==> src/rtl/s2_pipe.sv <==
// Select-decoded input feeding a DEPTH-stage valid/ready register pipeline.
// Every stage advances whenever any stage at or after it is empty or the sink is draining.
module s2_pipe #(
    parameter int N     = 8,
    parameter int DEPTH = 2,
    parameter int MODE  = 0
) (
    input  logic         clk,
    input  logic         clr,
    input  logic [N-1:0] D0,
    input  logic [N-1:0] D1,
    input  logic [N-1:0] D2,
    input  logic [N-1:0] D3,
    input  logic         A1,
    input  logic         B1,
    input  logic         A0,
    input  logic         B0,
    input  logic         in_valid,
    output logic         in_ready,
    output logic [N-1:0] out,
    output logic         out_valid,
    input  logic         out_ready
);

    logic         s1;
    logic         s0;
    logic [N-1:0] sel;

    logic [N-1:0]     data_q [DEPTH];
    logic [DEPTH-1:0] valid_q;
    logic [DEPTH-1:0] rdy;

    always_comb begin
        if (MODE == 0) begin
            s1 = A1 | B1;
            s0 = A0 & B0;
        end else begin
            s1 = A1 & B1;
            s0 = A0 | B0;
        end
        case ({s1, s0})
            2'b00:   sel = D0;
            2'b01:   sel = D1;
            2'b10:   sel = D2;
            default: sel = D3;
        endcase
    end

    // The backward ready chain is flattened: stage k is ready when the sink
    // accepts or any stage from k to the end holds a bubble.
    always_comb begin
        rdy = '0;
        for (int unsigned k = 0; k < DEPTH; k++) begin
            logic r;
            r = out_ready;
            for (int unsigned j = k; j < DEPTH; j++) begin
                r = r | ~valid_q[j];
            end
            rdy[k] = r;
        end
    end

    always_ff @(posedge clk or posedge clr) begin
        if (clr) begin
            valid_q <= '0;
            for (int unsigned k = 0; k < DEPTH; k++) begin
                data_q[k] <= '0;
            end
        end else begin
            if (rdy[0]) begin
                data_q[0]  <= sel;
                valid_q[0] <= in_valid;
            end
            for (int unsigned k = 1; k < DEPTH; k++) begin
                if (rdy[k]) begin
                    data_q[k]  <= data_q[k-1];
                    valid_q[k] <= valid_q[k-1];
                end
            end
        end
    end

    assign in_ready  = rdy[0];
    assign out       = data_q[DEPTH-1];
    assign out_valid = valid_q[DEPTH-1];

endmodule
==> config.mk <==
export PLATFORM = sky130hd
export DESIGN_NAME = s2_pipe
export DESIGN_NICKNAME = d
export VERILOG_FILES = /design/src/rtl/s2_pipe.sv
export SDC_FILE = /design/constraint.sdc
export NUM_CORES = 1
export LEC_CHECK = 0
export ABC_AREA = 1
export ABC_CLOCK_PERIOD_IN_PS = 2000
export CORE_MARGIN = 2
export CORE_UTILIZATION = 44
export DETAILED_ROUTE_END_ITERATION = 10
export PLACE_DENSITY = 0.84
export SLEW_MARGIN = 15
export SYNTH_ARGS = -nofsm -noshare
export SYNTH_HDL_FRONTEND = slang
export SYNTH_SLANG_ARGS = --single-unit
==> constraint.sdc <==
create_clock -name clk -period 2 [get_ports clk]
set_clock_uncertainty 0.05 [all_clocks]
set_input_delay 0.3 -clock clk [delete_from_list [all_inputs] [get_ports clk]]
set_output_delay 0.3 -clock clk [all_outputs]
set_load 0.005 [all_outputs]
=== Yosys cells after proc, flatten, opt, wreduce, memory -nomap -nowiden ===
Cells that the tools add are included.

* Eq/ne operators: 2
* Multiplexer cells: 1
* Bitwise operators: 7
* Reduce and logical (&&, ||, !) cells: 1

{| class="wikitable"
|+ Operators with widths
! cell !! count
|-
| 8-bit one-hot mux with 3 select lines || 1
|-
| 1-bit OR || 4
|-
| 2-bit by 1-bit equality test with 1-bit output (second input constant) || 1
|-
| 2-bit equality test (second input constant) || 1
|-
| 2-bit logical NOT || 1
|-
| 1-bit NOT || 2
|-
| 1-bit bitwise AND || 1
|}

* Register bits: 18
* Input bits: 40
* Logic and storage cells: 15

=== Longest topological paths before layout ===
Gate-level depths: netlist of run 1.

* Word-level depth: 3
* Gate-level depth with buffers: 7
* Gate-level depth less buffers: 6

=== Worst setup path after synthesis of run 1 ===
Ideal clock, no wire load.

* Kind: flip-flop to output port
* From: register valid_q[1]
* To: output port in_ready
* Arrival: 0.823 ns
* Buffers on the path: 1
* Stages on the path, launching flop included: 5
* Setup slack: 0.827 ns
* Cells stage by stage: dfrtp_1 > nand2_4 > nor2_8 > buf_6 > inv_1

* Longest elaborated chain between the ends: 2

{| class="wikitable"
|+ RTL lines
! element !! RTL line !! source
|-
| start, declared || 30 || <nowiki>logic [DEPTH-1:0] valid_q;</nowiki>
|-
| start signal, assigned by index || 77 || <nowiki>valid_q[k] <= valid_q[k-1];</nowiki>
|-
| 1-bit NOT || 57 || <nowiki>r = r | ~valid_q[j];</nowiki>
|-
| 1-bit OR || 57 ||
|-
| end, declared || 19 || <nowiki>output logic in_ready,</nowiki>
|}

Every way passes these cells.

=== Worst setup path in the final report of run 1 ===
* From: input port out_ready
* To: output port in_ready

* Longest elaborated chain between the ends: 2

{| class="wikitable"
|+ RTL lines
! element !! RTL line !! source
|-
| start, declared || 22 || <nowiki>input logic out_ready</nowiki>
|-
| 1-bit OR (2 in series) || 57 ||
|}

Every way passes these cells.

==> results of run 1 <==
## area by class of cell
cell class / count / area, µm²
repair buffers: 52 / 513.0
flip-flops and latches: 18 / 450.4
clock buffers: 4 / 36.28
multi-input cells: 80 / 485.5
inverters: 22 / 82.58
well taps: 30 / 37.54
fillers: 213 / 849.6
## flip-flops by register name (all words and copies together), names as in the netlist
name / flops
out: 8
valid_q: 2
data_q: 8
## layout by cell type, fill, tap and decap left out, drive strengths merged
cell,synthesis,final
nand2,29,29
a21o,7,7
mux2,8,8
inv,22,22
buf,12,3
clkbuf,0,4
nor2,3,3
or2,1,1
clkdlybuf4s50,0,49
a21oi,8,8
dfrtp,18,18
nand3,24,24
## metal layers
layer | wire [µm] | share of wire [%] | up-vias
met5 | 0 | 0 | -
met4 | 29 | 1.4 | 0
met3 | 182 | 8.5 | 3
met2 | 1058 | 49 | 44
met1 | 877 | 41 | 423
li1 | - | - | 501
## logic make-up (layout without fill, tap and decap cells)
logic type | count (synthesis) | in the layout
AND/OR/NAND/NOR | 57 | 57
buffers and inverters | 34 | 78
flip-flops | 18 | 18
AO/OA/AOI/OAI | 15 | 15
multiplexers | 8 | 8
## final timing paths
path,start,end,depth (start not counted)
max reg2reg,valid_q[1],out[0],3
max in group asynchronous,clr,data_q[10],2
min,clr,out[6],2
max,out_ready,in_ready,6
min in group clk,data_q[15],data_q[15],2
min reg2reg,data_q[15],data_q[15],2
## power by group
part	leakage (nW)	internal, mW	total [mW]	switching [mW]
clock	0.0210	0.111	0.214	0.103
combinational	0.553	0.198	0.310	0.112
sequential	0.213	0.423	0.454	0.0303
## worst max-delay path, delay by kind of cell
kind / cells / cell delay [ns]
buf+inv: 4 / 1.05
simple gates: 2 / 0.12
## synthesized netlist by cell type (all sizes together)
cell and count:
a21o 7, a21oi 8, buf 12, dfrtp 18, inv 22, mux2 8
nand2 29, nand3 24, nor2 3, or2 1
## metrics by stage
step           setup slack [ns]  hold WS (ns)
5_1_grt                  0.1046        0.3915
4_1_cts                  0.1622        0.3519
6_report                 0.1798        0.3317
3_3_place_gp             0.2015        0.4073
2_1_floorplan            0.8272        0.1886
3_5_place_dp             0.1694        0.4159
==> summary.md, run 1 <==
| Metric | Value |
|---|---|
| Synth Instances | 132 |
| Clock Path Buffers | 2 |
| Die area | 0.002974 mm² |
| Placed cell area | 0.001569 mm² |
| Number of top-level pins | 50 |
| Area growth from synthesis to final layout | 42.87% |
| Max VDD drop | 0.0003174 V |
| Register area share after synthesis | 40.09% |
| DR vias/cell | 4.714 |
| Final GP Congestion | 0.6739 |
| Non-filler cells, final | 206 |
| Arrival @ worst endpoint | 1.47 ns |
| Largest net degree at the start of global routing | 26 |
| Power Total | 0.9778 mW |
| Busiest layer in global routing | met2 |
| Ant diodes | 0 |
| Worst slew pin tran | 0.6223 ns |
| Detailed Route Iter0 Violations | 14 |
| Syn Nets | 172 |
| Outcome | complete, no violations |
| CTS tree | built |
| Design area | 0.001605 mm² |
| Routed WL | 2146 µm |
| Synth Area in Compound Gates | 8.909% |
| Clk slew on worst S/H paths | 0.09 ns |
| Fin Setup TNS | 0 ns |
| Met1 Track Usage GR | 19.17% |
| Routed len/inst | 10.42 µm |
| Row Count | 18 |
| Reg2reg setup slack | 0.78 ns |
| Post-CTS Setup Bufs | 0 |
| Root Driver | clkbuf_4 |
| Clock insertion delay at the later pin of the skew report | 0.29 ns |
| H-tree Lvls | 1 |
| Main combinational cell family by area after synthesis | simple AND/OR/NAND/NOR gates |
| Post-DP HPWL | 1755 µm |
| Post-layout utilization of the core | 65.39% |
| Post-Syn Area per Cell | 8.512 µm² |
| Initial antenna violation count | 0 |
| Hold WC Path Type | input pin to async pin |
| GR Util met2 | 27.11% |
| TritonCTS Buffers | 3 |
| Pre-Repair DR Iteration Count | 4 |
| Core area | 0.002455 mm² |
| Post-route ant nets | 0 |
| Synthesized area | 0.001124 mm² |
| Period utilization | 91.01% |
| CP max-delay cell | clkdlybuf4s50_1 |
| Crit path time final | 1.820 ns |
| Pins Over Slew Limit | 0 |
| XOR/XNOR share of the synthesized area | 0% |
| Max cap viols | 0 |
| All-Layer GR Usage | 16.00% |
| Yosys top cell area share | 40.09% |
| Dpl cells | 202 |
| GR Overflow Total | 0 |
| Die Wd | 54.54 µm |
| First-pass GRT wire length | 3401 µm |
| CP cell instances | clkdlybuf4s50_1 -> inv_1 -> nand2_4 -> nor2_8 -> inv_1 -> clkdlybuf4s50_1 |
| CTS sink count | 18 |
| Synth area leaders | dfrtp_1, nand3_1, nand2_1 |
| Multiplexer share of the synthesized area | 8.018% |
| Final hold violation count | 0 |
| DIE HEIGHT | 54.54 µm |
| CP Data Required Time | 1.65 ns |
| Yosys warns | 0 |
| WS Path Type | input pin to output port |
| Vias in the first global route | 843 |
| Power Density | 609.1 mW/mm² |
| Crit path launch type | input pin |
| Share of post-route cells with drive strength above 1 | 15.34% |
| Slew margin rel. | 58.46% |
| Synth Area in Simple Gates | 26.28% |
| Nets@finish | 217 |
| CP max FO | 2 |
| Worst Setup End Kind | output port |
| DR vias | 971 |
| Max stage delay on crit path | 0.49 ns |
| Unrepaired setup endpoints after global routing | no |
| Leakage | 0.7870 nW |
| DRC violations left | 0 |
| # port buffers | 49 |
| Setup violation total in the final timing report | 0 |
| PostCTS Resize Cnt | 0 |
| Peak Freq | 549.4 MHz |
| Hold_buf cts | 0 |
| M3 GR Usage | 2.732% |
| #FFs+latches synth | 18 |
| Post-synth cell types | 15 |
| Post-synth top area cell | dfrtp_1 |
| Adder-Cell Fraction of Synth Area | 0% |
| Starting Density | 45.77% |
No activity file was read; power rests on OpenSTA's default activity.
==> inputs of run 2 (changes only) <==
Settings changed: CORE_ASPECT_RATIO set to 0.7.
==> run 2 against run 1 <==
  * Register-to-register slack about the same
  * Worst setup slack got worse by 0.019 ns
  * Clock power is 7% higher
  * Maximum frequency decreased by 1.0%
  * Power increased by 2.1%
  * Combinational power about the same
  * Utilization grew 0.61 points
  * Highest routed layer unchanged
==> summary.md, run 2 (same netlist as run 1, synthesis figures left out) <==
| Metric | Value |
|---|---|
| Busiest layer in global routing | met2 |
| Power Total | 0.9986 mW (+2.1%) |
| PostCTS Resize Cnt | 0 (unchanged) |
| DR vias/cell | 4.729 (+0.32%) |
| Clock Path Buffers | 2 (unchanged) |
| Unrepaired setup endpoints after global routing | no |
| Max cap viols | 0 (unchanged) |
| Ant diodes | 0 (unchanged) |
| H-tree Lvls | 1 (unchanged) |
| Initial antenna violation count | 0 (unchanged) |
| Post-layout utilization of the core | 66.00% (+0.61 points) |
| Dpl cells | 206 (+2.0%) |
| CP max-delay cell | clkdlybuf4s50_1 |
| Share of post-route cells with drive strength above 1 | 15.34% (unchanged) |
| Setup violation total in the final timing report | 0 (unchanged) |
| Worst slew pin tran | 0.6532 ns (+0.03084 ns) |
| CP cell instances | clkdlybuf4s50_1 -> inv_1 -> nand2_4 -> nor2_8 -> inv_1 -> clkdlybuf4s50_1 |
| Post-DP HPWL | 1999 µm (+14%) |
| DRC violations left | 0 (unchanged) |
| Power Density | 620.1 mW/mm² (+1.8%) |
| Clock insertion delay at the later pin of the skew report | 0.30 ns (about the same) |
| Fin Setup TNS | 0 ns (unchanged) |
| Root Driver | clkbuf_4 |
| Clk slew on worst S/H paths | 0.11 ns (+0.02 ns) |
| Slew margin rel. | 56.41% (-2.1 points) |
| Area growth from synthesis to final layout | 43.32% |
| Die area | 0.002980 mm² (+0.21%) |
| Row Count | 15 (-3) |
| DIE HEIGHT | 46.28 µm (-15%) |
| Max stage delay on crit path | 0.50 ns (about the same) |
| DR vias | 993 (+2.3%) |
| Die Wd | 64.40 µm (+18%) |
| M3 GR Usage | 5.379% (+2.6 points) |
| Routed WL | 2493 µm (+16%) |
| Pins Over Slew Limit | 0 (unchanged) |
| # fillers | 234 (+9.9%) |
| WS Path Type | input pin to output port |
| Final hold violation count | 0 (unchanged) |
| Non-filler cells, final | 210 (+1.9%) |
| Peak Freq | 543.8 MHz (-1.0%) |
| Leading cell types in the layout, fill and taps excluded | clkdlybuf4s50_1, nand2_1, nand3_1 |
| GR Util met2 | 37.29% (+10 points) |
| Crit path time final | 1.839 ns (+0.01863 ns) |
| Core area | 0.002440 mm² (-0.61%) |
| Arrival @ worst endpoint | 1.49 ns (+0.02 ns) |
| CP max FO | 2 (unchanged) |
| Routed len/inst | 11.87 µm (+14%) |
| Met1 Track Usage GR | 23.08% (+3.9 points) |
| Hold WC Path Type | input pin to async pin |
| # port buffers | 49 (unchanged) |
| Number of top-level pins | 50 (unchanged) |
| Worst Setup End Kind | output port |
| Hold_buf cts | 0 (unchanged) |
| Reg2reg setup slack | 0.78 ns (about the same) |
| Max VDD drop | 0.0003979 V (+25%) |
| CTS sink count | 18 (unchanged) |
| Nets@finish | 217 (unchanged) |
| CP Data Required Time | 1.65 ns (about the same) |
| Detailed Route Iter0 Violations | 32 (+18) |
| All-Layer GR Usage | 20.11% (+4.1 points) |
| Final GP Congestion | 0.7548 (+12%) |
| Crit path launch type | input pin |
| Post-CTS Setup Bufs | 0 (unchanged) |
| Pre-Repair DR Iteration Count | 4 (unchanged) |
| Vias in the first global route | 1028 (+22%) |
| Commonest non-fill, non-tap cell in the layout | clkdlybuf4s50_1 |
| GR Overflow Total | 0 (unchanged) |
| Post-route ant nets | 0 (unchanged) |
| Period utilization | 91.94% (+0.93 points) |
| Leakage | 0.7870 nW (unchanged) |
| Outcome | complete, no violations |
| CTS tree | built |
| Largest net degree at the start of global routing | 26 (unchanged) |
| First-pass GRT wire length | 4395 µm (+29%) |
| TritonCTS Buffers | 3 (unchanged) |
| Starting Density | 46.05% (+0.28 points) |
==> run 2: layout make-up <==
class / count / area (µm²) / share of cell area [%]
Clock buffer: 4 / 36.28 / 2.253
Sequential cell: 18 / 450.4 / 27.97
Inverter: 22 / 82.58 / 5.128
Tap cell: 34 / 42.54 / 2.642
Timing Repair Buffer: 52 / 513.0 / 31.86
Multi-Input combinational cell: 80 / 485.5 / 30.15
==> run 2: path summary, 6_finish.rpt <==
path | end | start | cells after the start
min in group clk | data_q[15] | data_q[15] | 2
min | out[3] | clr | 2
max | in_ready | out_ready | 6
min reg2reg | data_q[15] | data_q[15] | 2
max reg2reg | out[0] | valid_q[1] | 3
max in group asynchronous | data_q[12] | clr | 2
==> run 2: critical path, delay by kind of cell <==
kind,cells,cell delay (ns)
and+or+nand+nor,2,0.11
buffers and inverters,4,1.07
==> run 2: per-layer routing <==
| metal | wire, µm | vias to the layer above | share of wire [%] |
|---|---|---|---|
| li1 | - | 501 | - |
| met1 | 1121 | 458 | 45 |
| met2 | 1206 | 27 | 48 |
| met3 | 123 | 7 | 4.9 |
| met4 | 41 | 0 | 1.6 |
| met5 | 0 | - | 0 |
==> run 2: per-stage QoR <==
stage	cell area, µm²	hold WS (ns)	worst slack [ns]
floorplan	1124	0.1886	0.8272
global route	1610	0.4080	0.08589
CTS	1610	0.3537	0.1453
finish	1610	0.3304	0.1612
detailed placement	1574	0.4193	0.1594
global placement	1574	0.4118	0.1712
==> run 2: report_power, final <==
part / leakage (nW) / internal, mW / switching, mW
Sequential: 0.213 / 0.423 / 0.0326
Clock: 0.0210 / 0.111 / 0.119
Combinational: 0.553 / 0.198 / 0.114
